### src/rtl/score_disp_pkg.sv
// Shared types and segment constants for the score display driver.
package score_disp_pkg;

  typedef enum logic [1:0] {
    DIG_ONES = 2'd0,
    DIG_TENS = 2'd1,
    DIG_HUND = 2'd2
  } slot_state_t;

  // Segment order {g,f,e,d,c,b,a}, active-high
  localparam logic [6:0] SEG_DIGITS [0:9] = '{
    7'h3F, 7'h06, 7'h5B, 7'h4F, 7'h66,
    7'h6D, 7'h7D, 7'h07, 7'h7F, 7'h6F
  };
  localparam logic [6:0] SEG_DASH = 7'h40;
  localparam logic [6:0] SEG_OFF  = 7'h00;

endpackage

### src/rtl/bcd_to_seg7.sv
// BCD digit to seven-segment pattern; non-decimal codes render as a dash.
module bcd_to_seg7
  import score_disp_pkg::*;
(
  input  logic [3:0] bcd,
  output logic [6:0] seg
);

  always_comb begin
    seg = SEG_DASH;
    if (bcd <= 4'd9) seg = SEG_DIGITS[bcd];
  end

endmodule

### src/rtl/score_display_driver.sv
// Three-digit multiplexed seven-segment driver with frame snapshot,
// leading-zero blanking, anti-ghost guard and game-over blinking.
module score_display_driver
  import score_disp_pkg::*;
#(
  parameter int SCAN_DIV     = 1000,
  parameter int GUARD        = 2,
  parameter int BLINK_FRAMES = 64
) (
  input  logic       clk,
  input  logic       rst,
  input  logic [3:0] bcd_ones,
  input  logic [3:0] bcd_tens,
  input  logic [3:0] bcd_hundreds,
  input  logic       isGameComplete,
  output logic [6:0] seg,
  output logic [2:0] digit_en
);

  localparam logic [15:0] SCAN_LAST  = 16'(SCAN_DIV - 1);
  localparam logic [15:0] GUARD_LEN  = 16'(GUARD);
  localparam logic [7:0]  FRAME_LAST = 8'(BLINK_FRAMES - 1);

  slot_state_t state;
  logic [15:0] scan_cnt;
  logic [7:0]  frame_cnt;
  logic        blink_on;
  logic [3:0]  sh_ones, sh_tens, sh_hund;
  logic        sh_complete;

  logic        scan_wrap, frame_end;
  logic [3:0]  slot_digit;
  logic [2:0]  slot_en;
  logic        slot_blank, slot_active;
  logic [6:0]  slot_seg;

  assign scan_wrap = (scan_cnt == SCAN_LAST);
  assign frame_end = scan_wrap && (state == DIG_HUND);

  always_comb begin
    slot_digit = sh_ones;
    slot_en    = 3'b001;
    slot_blank = 1'b0;
    case (state)
      DIG_TENS: begin
        slot_digit = sh_tens;
        slot_en    = 3'b010;
        slot_blank = (sh_hund == 4'd0) && (sh_tens == 4'd0);
      end
      DIG_HUND: begin
        slot_digit = sh_hund;
        slot_en    = 3'b100;
        slot_blank = (sh_hund == 4'd0);
      end
      default: ;
    endcase
    slot_active = (scan_cnt >= GUARD_LEN) && !slot_blank && blink_on;
  end

  bcd_to_seg7 u_dec (
    .bcd (slot_digit),
    .seg (slot_seg)
  );

  always_ff @(posedge clk) begin
    if (rst) begin
      state       <= DIG_ONES;
      scan_cnt    <= 16'd0;
      frame_cnt   <= 8'd0;
      blink_on    <= 1'b1;
      sh_ones     <= 4'd0;
      sh_tens     <= 4'd0;
      sh_hund     <= 4'd0;
      sh_complete <= 1'b0;
      seg         <= SEG_OFF;
      digit_en    <= 3'b000;
    end else begin
      scan_cnt <= scan_wrap ? 16'd0 : scan_cnt + 16'd1;
      if (scan_wrap) begin
        case (state)
          DIG_ONES: state <= DIG_TENS;
          DIG_TENS: state <= DIG_HUND;
          default:  state <= DIG_ONES;
        endcase
      end

      // Snapshot once per frame so a digit never changes mid-scan
      if (frame_end) begin
        sh_ones     <= bcd_ones;
        sh_tens     <= bcd_tens;
        sh_hund     <= bcd_hundreds;
        sh_complete <= isGameComplete;
        if (!isGameComplete) begin
          frame_cnt <= 8'd0;
          blink_on  <= 1'b1;
        end else if (frame_cnt == FRAME_LAST) begin
          frame_cnt <= 8'd0;
          blink_on  <= ~blink_on;
        end else begin
          frame_cnt <= frame_cnt + 8'd1;
        end
      end

      seg      <= slot_active ? slot_seg : SEG_OFF;
      digit_en <= slot_active ? slot_en  : 3'b000;
    end
  end

endmodule

### config.mk
export PLATFORM = sky130hd
export DESIGN_NAME = score_display_driver
export DESIGN_NICKNAME = d
export VERILOG_FILES = /design/src/rtl/score_disp_pkg.sv /design/src/rtl/bcd_to_seg7.sv /design/src/rtl/score_display_driver.sv
export SDC_FILE = /design/constraint.sdc
export NUM_CORES = 1
export LEC_CHECK = 0
export ABC_AREA = 1
export ABC_CLOCK_PERIOD_IN_PS = 2200
export CAP_MARGIN = 10
export CORE_ASPECT_RATIO = 1.75
export CORE_MARGIN = 2
export CORE_UTILIZATION = 40
export DETAILED_ROUTE_END_ITERATION = 8
export PLACE_DENSITY_LB_ADDON = 0.1
export SLEW_MARGIN = 30
export SYNTH_ARGS = -nofsm -noshare
export SYNTH_HDL_FRONTEND = slang
export SYNTH_SLANG_ARGS = --single-unit
### constraint.sdc
create_clock -name clk -period 2.2 [get_ports clk]
set_input_delay 0.44 -clock clk [delete_from_list [all_inputs] [get_ports clk]]
set_output_delay 0.44 -clock clk [all_outputs]
set_load 0.1 [all_outputs]
# Word-level counts from Yosys, hierarchy flattened
# Memories as Yosys holds them, arrays and structs flattened.
# Cells that the tools add are included.
[op_classes]
reduce_logical = 12
add_sub_neg = 2
n_eq_ne = 5
bitwise = 4
order_cmp = 3
mux = 11
[op_table]
columns = ["cell", "n"]
rows = [
  ["two-way mux 7 bit", 3],
  ["adder 16 x 1 -> 16 bit, second input constant", 1],
  ["equality test 16 x 10 -> 1 bit, second input constant", 1],
  ["greater-or-equal comparator 16 x 2 -> 1 bit, second input constant", 1],
  ["two-way mux 8 bit", 2],
  ["adder 8 x 1 -> 8 bit, second input constant", 1],
  ["equality test 8 x 6 -> 1 bit, second input constant", 1],
  ["zero test 4 bit", 2],
  ["case mux 4 bit (2 select lines)", 1],
  ["case mux 3 bit (2 select lines)", 1],
  ["greater-or-equal comparator 5 bit, second input constant", 1],
  ["NOT 4 -> 5 bit", 1],
  ["less-or-equal comparator 4 bit, second input constant", 1],
  ["logical AND 1 bit", 4],
  ["case mux 2 bit (2 select lines)", 1],
  ["OR reduction 2 bit", 2],
  ["NOT 1 bit", 3],
  ["OR reduction 3 bit", 1],
  ["equality test 2 x 1 -> 1 bit, second input constant", 1],
  ["equality test 2 bit, second input constant", 1],
  ["zero test 2 bit", 1],
  ["two-way mux 1 bit", 2],
  ["inequality test 2 x 1 -> 1 bit, second input constant", 1],
  ["case mux 1 bit (2 select lines)", 1],
  ["other kinds (2)", 2],
]
[word_totals]
inputBits = 15
regBits = 49
mem_bits_ro = 112
mem_count = 1
output_inout_bits = 10
[mem_list]
columns = ["memory", "words", "width", "read_ports", "rd_clocked_by_memory_dff", "write_ports", "line_no", "source"]
rows = [
  ["(name not given)", 16, 7, 1, 0, 0, "bcd_to_seg7.sv:11", "if (bcd <= 4'd9) seg = SEG_DIGITS[bcd];"],
]

# Depth between registers and ports, before layout
# Gate-level depths: netlist of the first run.
[logic_depth]
depth_word = 8
mapped_depth = 12

# By module
# A second synthesis of the first run with hierarchy kept.
[hier_totals]
hier_cells = 389
area_unflattened_um2 = 2603.7
[by_module_without_submodules]
columns = ["mod", "area_each_um2", "cells_per_inst", "instances"]
rows = [
  ["score_display_driver", 2374.8, 346, 1],
  ["bcd_to_seg7", 229.0, 43, 1],
]

# Worst setup path after synthesis of the first run
# OpenSTA, ideal clock, no wires.
[synth_timing]
kind = "register to register"
startpoint = "register state[0]"
endpoint = "register seg[6]"
n_path_buf = 1
slack_ns = 0.106
stages_incl_launch_ff = 11
synth_period_minus_slack_ns = 2.094
arrival_ns = 2.024
path_cell_list = "dfxtp_1 inv_1 ha_1 buf_2 o21ai_0 inv_1 ha_1 or2_2 nand2_1 inv_1 a21oi_1"
[synth_via]
elab_chain_cells = 7
word_cells_on_any_way = 15
cone_classes = "order compare: 1; eq/ne: 2; mux: 5; bitwise: 2; reduce/logical: 4; memory: 1"
[synth_lines]
columns = ["element", "line_no", "source"]
rows = [
  ["start: declaration", "score_display_driver.sv:24", "slot_state_t state;"],
  ["start signal: assignment", "score_display_driver.sv:67", "state <= DIG_ONES;"],
  ["start signal: assignment", "score_display_driver.sv:81", "DIG_ONES: state <= DIG_TENS;"],
  ["start signal: assignment", "score_display_driver.sv:82", "DIG_TENS: state <= DIG_HUND;"],
  ["equality test 2 bit / equality test 2 x 1 -> 1 bit (equally long branches)", "score_display_driver.sv:44", "case (state)"],
  ["case mux 4 bit (2 select lines) / case mux 1 bit (2 select lines) (equally long branches)", "score_display_driver.sv:44", ""],
  ["NOT 4 -> 5 bit (implied by the code) / zero test 1 bit (equally long branches)", "bcd_to_seg7.sv:11, score_display_driver.sv:57", ""],
  ["memory (16 x 7 bit) / logical AND 1 bit (equally long branches)", "n/a", ""],
  ["two-way mux 7 bit (implied by the code) / logical AND 1 bit (equally long branches)", "bcd_to_seg7.sv:11, score_display_driver.sv:57", ""],
  ["two-way mux 7 bit (implied by the code) / NOT 1 bit (equally long branches)", "n/a", ""],
  ["two-way mux 7 bit / OR reduction 2 bit (equally long branches)", "n/a", ""],
  ["end signal: assignment", "score_display_driver.sv:104", "seg <= slot_active ? slot_seg : SEG_OFF;"],
  ["end: declaration", "score_display_driver.sv:16", "output logic [6:0] seg,"],
]
# Parallel ways exist; a longest one is shown, timed or not. The select of a mux whose other input is x is not followed.
# A chain may end at the register's enable or synchronous reset.

# Worst setup path after layout of the first run
[layout_timing]
startpoint = "register state[1]"
endpoint = "register seg[6]"
# The elaborated chain is that of the path after synthesis.

==> flow_summary.toml, run 1 <==
[timing]
grt_setup_unrepaired = "no"
report.final.hold_viol_count = 0
setup_violations = 0
worst_pin_slew_ns = 0.585
finalClockSkew_ns = 0.00595
totalNegativeSetupSlack_ns = 0
clock.fmax_mhz = 523
period_minus_slack_ns = 1.91
max_slew_margin_pct = 60.9
post-route-period-util_pct = 87.0
report.final.slew_viol_count = 0
worst_slack_ns = 0.286

[placed_design]
io_buffer_count = 24
placement.setup.worst_slack_ns = 0.236
numPlacedInstances = 489
place_hpwl_um = 4880
globalplace.congestion = 0.875

[critical_path]
timing.critical_path.to_type = "flip-flop"
timing.reg2reg.setup_slack_ns = 0.29
worst_path_largest_cell_delay_ns = 0.39
critical_path.startpoint_type = "flip-flop"
crit_family = "adder cells"
worst_path_most_repeated_cell = "sky130_fd_sc_hd__inv_1"
worst-path-buf-inv = 3
worst-endpoint-required_ns = 2.44
crit_arrival_ns = 2.15
critical_path.max_fanout = 5
worstSetupPathType = "reg2reg"
crit_path_max_delay_cell_type = "sky130_fd_sc_hd__dfxtp_1"
crit_chain = "inv_1 -> ha_1 -> o21ai_0 -> inv_1 -> ha_1 -> or2_2 -> nand2_1 -> inv_1 -> a21oi_1"

[floorplanning]
initial_utilization_pct = 41.5
top_level_ports = 25
die_width_um = 64.5
dieHeight_um = 110
rows = 38
floorplan.core_area_um2 = 6180
dieArea_um2 = 7090

[detailed_routing]
antenna_left = 0
firstDrtPassIters = 4
post_drt_via_cell_ratio = 4.89
drc = 0
wirelength_um = 6110
drtIter0Drc = 109
routed_wire_length_per_instance_um = 12.3
vias = 2423

[worst_hold_path]
min-delay-path-class = "reg2reg"

[cells_and_area]
fraction_of_final_layout_cells_with_drive_strength_greater_than_1_pct = 10.6
final_core_utilization_pct = 48.5
n_antenna_cell = 0
stdcell_count = 496
num-nets-final = 444
synthToLayoutAreaGrowth_pct = 17.0

[yosys]
synth_top_cells_by_count = "sky130_fd_sc_hd__nor2_1, sky130_fd_sc_hd__nand2_1, sky130_fd_sc_hd__dfxtp_1"
yosys.cell_types.count = 26
post-synth-top-area-cell = "sky130_fd_sc_hd__dfxtp_1"
async_flop_share_pct = 0
synth_fp_nets = 411
synthDominantCellAreaShare_pct = 38.3
postSynthAreaPerCell_um2 = 6.69
synth-seq-area-share_pct = 38.3
synthCells = 383
mappedNetlistArea_um2 = 2560
synth_flop_cell = "sky130_fd_sc_hd__dfxtp_1"
synth.yosys.warnings = 0
synth-seq-cells = 49
post-synth-top-count-cell = "sky130_fd_sc_hd__nor2_1"
synth_top_cells_by_area = "sky130_fd_sc_hd__dfxtp_1, sky130_fd_sc_hd__nor2_1, sky130_fd_sc_hd__nand2_1"
edff_count_synth = 0

[pwr]
power.leakage_nw = 1.25
vdd.ir_drop.worst_mv = 0.258
power_density_cells_nw_per_um2 = 559
total_power_w = 0.00168

[cts]
numClockSinks = 49
clk_latency_ns = 0.30
clock_tree.root_cell = "sky130_fd_sc_hd__clkbuf_8"
cts_hold_buf = 0
tritoncts = "yes"
worst_path_clk_slew_ns = 0.09
clock_tree.buffer_depth = 2
clock_tree.htree_level_count = 2
cts_buffers = 5

[grt]
grt_pass1_vias = 2381
grt_remaining_overflow = 0
antenna_found_initial = 0
grt_util_all_layers_pct = 19.0
wire_length_of_the_first_global_routing_pass_um = 10300
grt_max_degree = 17

[flow_run]
maxCapViolCount = 0

[run_status]
run_status = "finished, final reports clean"
==> final timing paths <==
check | cells after the start | start | to
max | 9 | state[1] | seg[6]
min | 2 | blink_on | blink_on
max reg2reg | 9 | state[1] | seg[6]
min reg2reg | 2 | blink_on | blink_on
==> repair_timing <==
action,4_1_cts,5_1_grt
endpoints found under the setup margin,0,3
setup buffers,0,0
gates resized for setup,0,2
==> through the flow <==
step           cell area, um2  hold WS [ns]
2_1_floorplan            2560         0.426
3_3_place_gp             2900         0.442
3_5_place_dp             2900         0.448
4_1_cts                  2990         0.465
5_1_grt                  3000         0.491
6_report                 3000         0.456
==> layer usage <==
layer  track usage [%]  part of all wire (%)  up-vias
met5                 0                     0        -
met2              39.7                    60       35
met4              9.12                   2.7        0
met1              16.6                    35     1099
li1                  -                     -     1279
met3              3.28                   2.3       10
==> state kept, by name, indices dropped and copies added, names as in the netlist <==
register	count
seg	7
blink_on	1
digit_en	3
state	2
frame_cnt	8
sh_tens	4
sh_ones	4
sh_hund	4
scan_cnt	16
==> worst register-to-register path, delay by kind of cell (launching register included) <==
| family | cells | cell delay, ns |
|---|---|---|
| adders and majority gates | 2 | 0.51 |
| DFF | 1 | 0.39 |
| and+or+nand+nor | 2 | 0.36 |
| AOI/OAI and AO/OA | 2 | 0.36 |
| buffers and inverters | 3 | 0.23 |
==> layout make-up <==
type | instances | area [um2]
inverters | 45 | 169
fillers | 654 | 3180
well taps | 80 | 100
multi-input cells | 281 | 1370
clock buffers | 6 | 82.6
clock inverters | 1 | 7.51
repair buffers | 34 | 290
flip-flops and latches | 49 | 981
==> layout by cell type (no fill, tap or decap), drive strengths merged <==
cell type      instances
or2                    3
a211oi                 1
dfxtp                 49
and2                   1
clkinvlp               1
buf                   20
inv                   45
nor2                  86
o21ai                 24
nor3b                  4
a21boi                 1
clkdlybuf4s50         14
nor3                   9
ha                    13
nand2                 83
clkbuf                 6
nand4                  8
a21oi                 16
nand3                 32
==> cell families (layout without fill, tap and decap cells) <==
logic type	after synthesis	after routing	synth area share, %
AOI/OAI and AO/OA	42	42	8.40
adders and majority gates	13	13	6.35
buffers and inverters	53	86	8.64
DFF	49	49	38.3
and+or+nand+nor	226	226	38.3
==> power by group <==
part | internal (W) | switching, W | leakage [nW]
registers | 0.000906 | 0.00000917 | 0.397
clock network | 0.000249 | 0.000302 | 0.0433
logic | 0.0000556 | 0.000155 | 0.806
total | 0.00121 | 0.000466 | 1.25
Power figures use the tool's default switching activity.
==> inputs of run 2 (changes only) <==
CAP_MARGIN = not set   (was 10)
TNS_END_PERCENT = 100   (was not set)
==> results of run 2 <==
Final layout, timing and power as in run 1 (identical DEF).
